<file path="src/rtl/csr_master.sv">
// csr_master: single-outstanding CSR initiator; one host command -> one CSR transaction -> one completion.
// Optional abort-on-timeout is enabled by defining CSR_MASTER_TIMEOUT_EN.
module csr_master #(
  parameter int unsigned TIMEOUT_CYCLES = 255,
  parameter logic [31:0] TIMEOUT_DATA   = 32'hdead_dead
) (
  input  logic        clk,
  input  logic        reset_n,
  input  logic        cmd_valid,
  output logic        cmd_ready,
  input  logic        cmd_read_not_write,
  input  logic [15:0] cmd_select,
  input  logic [15:0] cmd_address,
  input  logic [31:0] cmd_data,
  output logic        rsp_valid,
  input  logic        rsp_ready,
  output logic [31:0] rsp_data,
  output logic        rsp_error,
  output logic        csr_request__valid,
  output logic        csr_request__read_not_write,
  output logic [15:0] csr_request__select,
  output logic [15:0] csr_request__address,
  output logic [31:0] csr_request__data,
  input  logic        csr_response__ack,
  input  logic        csr_response__read_data_valid,
  input  logic [31:0] csr_response__read_data
);
  localparam int unsigned SEL_W  = 16;
  localparam int unsigned ADDR_W = 16;
  localparam int unsigned DATA_W = 32;

  typedef enum logic [1:0] {
    IDLE      = 2'd0,
    REQUEST   = 2'd1,
    READ_WAIT = 2'd2,
    RESPOND   = 2'd3
  } state_e;

  state_e              state_q, state_d;
  logic                req_rnw_q, req_rnw_d;
  logic [SEL_W-1:0]    req_sel_q, req_sel_d;
  logic [ADDR_W-1:0]   req_addr_q, req_addr_d;
  logic [DATA_W-1:0]   req_data_q, req_data_d;
  logic [DATA_W-1:0]   rsp_data_q, rsp_data_d;
  logic                rsp_err_q, rsp_err_d;
  logic                timeout_c;

`ifdef CSR_MASTER_TIMEOUT_EN
  localparam int unsigned CNT_W = 16;
  logic [CNT_W-1:0] cnt_q, cnt_d;

  // Counts cycles spent waiting on the responder; held at zero while idle.
  always_comb begin
    cnt_d = cnt_q;
    if (state_q == IDLE) begin
      cnt_d = '0;
    end else if (state_q == REQUEST || state_q == READ_WAIT) begin
      cnt_d = cnt_q + 1'b1;
    end
  end

  always_ff @(posedge clk or negedge reset_n) begin
    if (!reset_n) cnt_q <= '0;
    else          cnt_q <= cnt_d;
  end

  assign timeout_c = (state_q == REQUEST || state_q == READ_WAIT) &&
                     (cnt_q == CNT_W'(TIMEOUT_CYCLES - 1));
`else
  localparam int unsigned unused_timeout_cycles = TIMEOUT_CYCLES;
  assign timeout_c = 1'b0;
`endif

  // State register
  always_ff @(posedge clk or negedge reset_n) begin
    if (!reset_n) state_q <= IDLE;
    else          state_q <= state_d;
  end

  // Next-state logic; a responder event always takes priority over a timeout
  always_comb begin
    state_d = state_q;
    case (state_q)
      IDLE:      if (cmd_valid) state_d = REQUEST;
      REQUEST: begin
        if (csr_response__ack) begin
          state_d = (req_rnw_q && !csr_response__read_data_valid) ? READ_WAIT : RESPOND;
        end else if (timeout_c) begin
          state_d = RESPOND;
        end
      end
      READ_WAIT: if (csr_response__read_data_valid || timeout_c) state_d = RESPOND;
      RESPOND:   if (rsp_ready) state_d = IDLE;
      default:   state_d = IDLE;
    endcase
  end

  // Request/response datapath; everything returns to zero when the completion is taken
  always_comb begin
    req_rnw_d  = req_rnw_q;
    req_sel_d  = req_sel_q;
    req_addr_d = req_addr_q;
    req_data_d = req_data_q;
    rsp_data_d = rsp_data_q;
    rsp_err_d  = rsp_err_q;
    case (state_q)
      IDLE: begin
        if (cmd_valid) begin
          req_rnw_d  = cmd_read_not_write;
          req_sel_d  = cmd_select;
          req_addr_d = cmd_address;
          req_data_d = cmd_data;
          rsp_data_d = '0;
          rsp_err_d  = 1'b0;
        end
      end
      REQUEST: begin
        if (csr_response__ack) begin
          rsp_err_d  = 1'b0;
          rsp_data_d = (req_rnw_q && csr_response__read_data_valid) ? csr_response__read_data : '0;
        end else if (timeout_c) begin
          rsp_err_d  = 1'b1;
          rsp_data_d = req_rnw_q ? TIMEOUT_DATA : '0;
        end
      end
      READ_WAIT: begin
        if (csr_response__read_data_valid) begin
          rsp_data_d = csr_response__read_data;
        end else if (timeout_c) begin
          rsp_err_d  = 1'b1;
          rsp_data_d = TIMEOUT_DATA;
        end
      end
      RESPOND: begin
        if (rsp_ready) begin
          req_rnw_d  = 1'b0;
          req_sel_d  = '0;
          req_addr_d = '0;
          req_data_d = '0;
          rsp_data_d = '0;
          rsp_err_d  = 1'b0;
        end
      end
      default: ;
    endcase
  end

  always_ff @(posedge clk or negedge reset_n) begin
    if (!reset_n) begin
      req_rnw_q  <= 1'b0;
      req_sel_q  <= '0;
      req_addr_q <= '0;
      req_data_q <= '0;
      rsp_data_q <= '0;
      rsp_err_q  <= 1'b0;
    end else begin
      req_rnw_q  <= req_rnw_d;
      req_sel_q  <= req_sel_d;
      req_addr_q <= req_addr_d;
      req_data_q <= req_data_d;
      rsp_data_q <= rsp_data_d;
      rsp_err_q  <= rsp_err_d;
    end
  end

  // Handshake outputs decoded from the registered state
  always_comb begin
    cmd_ready          = (state_q == IDLE);
    rsp_valid          = (state_q == RESPOND);
    csr_request__valid = (state_q == REQUEST);
  end

  assign csr_request__read_not_write = req_rnw_q;
  assign csr_request__select         = req_sel_q;
  assign csr_request__address        = req_addr_q;
  assign csr_request__data           = req_data_q;
  assign rsp_data                    = rsp_data_q;
  assign rsp_error                   = rsp_err_q;

endmodule
</file>
<file path="config.mk">
export PLATFORM = sky130hd
export DESIGN_NAME = csr_master
export DESIGN_NICKNAME = d
export VERILOG_FILES = /design/src/rtl/csr_master.sv
export SDC_FILE = /design/constraint.sdc
export NUM_CORES = 1
export LEC_CHECK = 0
export CAP_MARGIN = 20
export CELL_PAD_IN_SITES_DETAIL_PLACEMENT = 1
export CELL_PAD_IN_SITES_GLOBAL_PLACEMENT = 1
export CORE_MARGIN = 3
export CORE_UTILIZATION = 32
export CTS_CLUSTER_DIAMETER = 150
export DETAILED_ROUTE_END_ITERATION = 7
export PLACE_DENSITY_LB_ADDON = 0.1
export SETUP_SLACK_MARGIN = 0.2
export SLEW_MARGIN = 5
export SYNTH_ARGS = -nofsm -noshare
export SYNTH_HDL_FRONTEND = slang
export SYNTH_SLANG_ARGS = --single-unit
</file>
<file path="constraint.sdc">
create_clock -name clk -period 3.05 [get_ports clk]
set_input_delay 0.61 -clock clk [delete_from_list [all_inputs] [get_ports clk]]
set_output_delay 0.61 -clock clk [all_outputs]
set_load 0.05 [all_outputs]
</file>
==> results_dict.tcl, run 1 <==
set metrics [dict create \
    wl_per_cell_um 17.5 \
    arrival_ns 1.99 \
    antennaDiodeCount 0 \
    slew_headroom_pct 51.9 \
    start_util_pct 33.4 \
    yosysWarnings 0 \
    grt_usage_pct 18.4 \
    wirelength_mm 13.0 \
    synthTopCellsByArea "dfrtp_1, nand3b_1, nand2_1" \
    synth_largest_area_cell "dfrtp_1" \
    drt-pass1-iter-count 4 \
    maxSlewViolCount 0 \
    path_max_fanout 5 \
    syn_nets 486 \
    yosys.area_share.simple_pct 25.9 \
    multi_input_area_mm2 0.00145 \
    numCtsBuffers 9 \
    clk_pin_slew_ns 0.07 \
    fillers 1361 \
    gp_congestion 0.778 \
    grt_overflow 0 \
    setup_slack_ns 0.450 \
    min_period_over_period_pct 85.2 \
    cts_sinks 99 \
    pre_cts_ws_ns 0.462 \
    grt_max_degree 100 \
    worstSkewPairLatency_ns 0.34 \
    nNetsFinal 676 \
    cts_resized 0 \
    die_w_um 119 \
    synth_top_family_by_area "simple AND/OR/NAND/NOR gates" \
    cts.htree.levels 3 \
    rsz0062_at_grt "no" \
    setup_viol 0 \
    async_flop_share_pct 100 \
    ant_nets 0 \
    clockBufferDepth 2 \
    ys_types 24 \
    clock.fmax_mhz 385 \
    drc 0 \
    hp-class "in -> async" \
    worstPathRequired_ns 2.44 \
    leakagePower_nw 3.02 \
    hold_viol 0 \
    synthCells 378 \
    avgSynthCellArea_um2 10.8 \
    peakVddDrop_v 0.000544 \
    finClkSkew_ns 0.00405 \
    start_kind "flop" \
    syn_area_mm2 0.00407 \
    die_area_mm2 0.0141 \
    io_buffers 202 \
    core_area_mm2 0.0122 \
    die_height_um 119 \
    num_io_pins 204 \
    seq_area_frac_synth_pct 60.8 \
    synth_seq_cells 99 \
    root_buffer "clkbuf_16" \
    finalSetupTns_ns 0 \
    synthFlopType "dfrtp_1" \
    cts_tree "done" \
    tightest_slew_ns 0.722 \
    cp-end-kind "output pin" \
    cts-hold-fix-buffers 0 \
    grt_pass1_vias 3752 \
    synthXorXnorAreaFrac_pct 0 \
    fin_util_pct 53.9 \
    period_needed_ns 2.60 \
    cts_setup_buffers 0 \
    syn_to_final_growth_pct 61.7 \
    critPathKind "reg -> out" \
    num_vias 3532 \
    yosysTopAreaCellShare_pct 60.8 \
    layout-drive-gt1-share_pct 5.07 \
    grt_first_pass_wirelength_mm 20.7 \
    status "completed" \
    regArea_mm2 0.00248 \
    synth_fa_ha_area_share_pct 1.54 \
    drtIter0Drc 169 \
    layout_common_cells "clkdlybuf4s50_1, nand2_1, dfrtp_1, nand3b_1, a22o_1" \
    synth_edf_count 0 \
    dp_hpwl_mm 8.82 \
    mostFrequentLayoutCell "clkdlybuf4s50_1" \
    powerDensity_mw_per_mm2 1340 \
    rows 40 \
    vias_per_cell 4.77 \
    synthMuxAreaShare_pct 0.276 \
    cap_violations 0 \
    grt_antenna_before_repair 0 \
    synth_compound_area_share_pct 7.59 \
]
[cells by family after synthesis]
kind of cell               count (synthesis)
and+or+nand+nor                          203
AOI/OAI and AO/OA                         37
adders and majority gates                  5
other                                      1
muxes                                      1
DFF                                       99
buffers and inverters                     32
[cell type report]
class                           count  area share, %
Tap cell                          168           3.19
Clock inverter                      4           1.48
Multi-Input combinational cell    247           22.0
Timing Repair Buffer              208           31.7
Sequential cell                    99           37.6
Clock buffer                       11           3.84
Inverter                            3          0.171
[critical path, stage by stage, from the launching register on]
cell	delay (ns)
dfrtp_1	0.43
inv_1	0.12
ha_1	0.25
clkdlybuf4s50_1	0.83
[flip-flops by register name (all words and copies together) (netlist names)]
| signal | count |
|---|---|
| csr_request__address | 16 |
| csr_request__data | 32 |
| csr_request__read_not_write | 1 |
| csr_request__select | 16 |
| rsp_data | 32 |
| state_q | 2 |
[stage by stage]
stage / power, mW / area [µm²] / std cells / hold slack, ns
finish: 8.84 / 6590 / 740 / 0.294
floorplan: 5.75 / 4070 / 378 / 0.314
global route: 9.36 / 6590 / 740 / 0.364
CTS: 8.97 / 6590 / 740 / 0.344
detailed placement: 7.59 / 6240 / 725 / 0.456
global placement: 7.47 / 6240 / 725 / 0.450
[metal layers]
metal | up-vias | GRT usage [%] | share of wire (%)
met5 | - | 0 | 0
met4 | 0 | 8.33 | 2.6
met3 | 21 | 6.51 | 7.9
met2 | 134 | 29.1 | 47
met1 | 1739 | 22.7 | 42
li1 | 1638 | - | -
[report_power, final]
part | switching (mW) | leakage, nW | internal [mW]
Sequential | 0.307 | 1.29 | 1.90
Clock | 0.497 | 0.168 | 0.842
Combinational | 3.54 | 1.57 | 1.76
[synth_stat cells, types with 3 or more instances]
| library cell | n |
|---|---|
| clkbuf_1 | 24 |
| nor2b_1 | 3 |
| dfrtp_1 | 99 |
| a22o_1 | 32 |
| nand2_1 | 128 |
| buf_6 | 4 |
| inv_1 | 3 |
| nand3b_1 | 65 |
| ha_1 | 5 |
[worst paths after layout]
check / endpoint / slack (ns) / from / depth (start not counted)
worst max-delay path: csr_request__valid / 0.45 / state_q[1] / 3
worst min-delay path: csr_request__address[6] / 0.29 / reset_n / 2
worst max register to register: rsp_data[10] / 0.69 / state_q[1] / 7
worst min register to register: csr_request__data[13] / 0.46 / csr_request__data[13] / 2
max in group asynchronous: csr_request__select[14] / 2.30 / reset_n / 2
min in group clk: csr_request__data[13] / 0.46 / csr_request__data[13] / 2
(Power assumes the default switching activity.)
==> run 2, diff against run 1 <==
--- a/config.mk
+++ b/config.mk
@@ -12,9 +12,10 @@
 export CORE_UTILIZATION = 32
 export CTS_CLUSTER_DIAMETER = 150
 export DETAILED_ROUTE_END_ITERATION = 7
+export GPL_TIMING_DRIVEN = 0
 export PLACE_DENSITY_LB_ADDON = 0.1
 export SETUP_SLACK_MARGIN = 0.2
-export SLEW_MARGIN = 5
+export SLEW_MARGIN = 20
 export SYNTH_ARGS = -nofsm -noshare
 export SYNTH_HDL_FRONTEND = slang
 export SYNTH_SLANG_ARGS = --single-unit
==> results_dict.tcl, run 2 (synthesis results as in run 1) <==
set metrics [dict create \
    wl_per_cell_um 17.1 \
    finalInstanceArea_mm2 0.00664 \
    worstPathRequired_ns 2.44 \
    grt_overflow 0 \
    clock.fmax_mhz 386 \
    num_io_pins 204 \
    finalSetupTns_ns 0 \
    antennaDiodeCount 0 \
    place_area_mm2 0.00633 \
    cp-end-kind "output pin" \
    wirelength_mm 13.1 \
    maxSlewViolCount 0 \
    die_height_um 119 \
    hold_viol 0 \
    numCtsBuffers 9 \
    arrival_ns 1.98 \
    worstSkewPairLatency_ns 0.35 \
    start_util_pct 33.4 \
    layout_common_cells "clkdlybuf4s50_1, nand2_1, dfrtp_1, nand3b_1, a22o_1" \
    cts_resized 0 \
    drt-pass1-iter-count 5 \
    core_area_mm2 0.0122 \
    vias_per_cell 4.61 \
    setup_viol 0 \
    cts.htree.levels 3 \
    grt_first_pass_wirelength_mm 20.9 \
    grt_usage_pct 18.8 \
    cp_slowest_cell "clkdlybuf4s50_1" \
    hp-class "in -> async" \
    start_kind "flop" \
    cts_setup_buffers 0 \
    critPathKind "reg -> out" \
    critical-path-max-stage-delay_ns 0.83 \
    die_area_mm2 0.0141 \
    powerDensity_mw_per_mm2 1320 \
    mostFrequentLayoutCell "clkdlybuf4s50_1" \
    rows 40 \
    tightest_slew_ns 0.554 \
    drc 0 \
    cts_sinks 99 \
    crit_chain "inv_1 > ha_1 > clkdlybuf4s50_1" \
    die_w_um 119 \
    syn_to_final_growth_pct 63.0 \
    multi_input_area_mm2 0.00144 \
    grt_pass1_vias 3866 \
    finClkSkew_ns 0.00498 \
    ant_nets 0 \
    layout-drive-gt1-share_pct 4.19 \
    cts-hold-fix-buffers 0 \
    fillers 1361 \
    gp_congestion 0.728 \
    leakagePower_nw 3.04 \
    num_vias 3528 \
    min_period_over_period_pct 84.8 \
    grt_max_degree 55 \
    dp_hpwl_mm 9.67 \
    cap_violations 0 \
    clockBufferDepth 2 \
    clk_pin_slew_ns 0.06 \
    rsz0062_at_grt "no" \
    grt_antenna_before_repair 0 \
    peakVddDrop_v 0.000714 \
    status "completed" \
    period_needed_ns 2.59 \
    drtIter0Drc 97 \
    nNetsFinal 700 \
    io_buffers 202 \
    slew_headroom_pct 63.0 \
    regArea_mm2 0.00248 \
    path_max_fanout 5 \
    root_buffer "clkbuf_16" \
    fin_util_pct 54.4 \
    cts_tree "done" \
]
## run 2: routing by layer
| metal | global-route usage, % | vias up | wire [µm] |
|---|---|---|---|
| li1 | - | 1685 | - |
| met1 | 21.7 | 1721 | 5290 |
| met2 | 32.1 | 117 | 6650 |
| met3 | 8.74 | 5 | 1060 |
| met4 | 3.48 | 0 | 71 |
| met5 | 0 | - | 0 |
## run 2: layout make-up
class,count,share of cell area (%)
sequential,99,37.3
timing repair buffer,203,30.9
multi-input combinational,247,21.7
clock buffer,12,3.86
tap,168,3.17
buffer,29,2.15
clock inverter,4,0.735
inverter,3,0.170
## run 2: path summary, 6_finish.rpt
check | cells after the start | slack (ns) | to | start
setup reg to reg | 8 | 0.60 | csr_request__data[25] | state_q[0]
min in group clk | 2 | 0.47 | csr_request__select[12] | csr_request__select[12]
setup / recovery | 3 | 0.46 | cmd_ready | state_q[0]
max in group asynchronous | 2 | 2.23 | csr_request__data[1] | reset_n
hold / removal | 1 | 0.19 | csr_request__address[7] | reset_n
hold reg to reg | 2 | 0.47 | csr_request__select[12] | csr_request__select[12]
## run 2: stage by stage
stage | power (mW) | worst slack (ns) | hold WS [ns] | cells
after floorplan | 5.75 | 0.693 | 0.314 | 378
after global placement | 7.55 | -2.53 | 0.449 | 748
after detailed placement | 7.68 | 0.260 | 0.454 | 749
after CTS | 8.91 | 0.452 | 0.191 | 765
after global routing | 9.32 | 0.300 | 0.205 | 765
final | 8.76 | 0.463 | 0.187 | 765
## run 2: critical path: cells and delay by family, from the launching register on
family                     cells  cell delay [ns]
buffers and inverters          2             1.00
adders and majority gates      1             0.22
DFF                            1             0.41
## run 2: power breakdown
group / internal, mW / switching, mW
Sequential: 1.90 / 0.312
Clock: 0.680 / 0.491
Combinational: 1.81 / 3.57
Total: 4.38 / 4.38
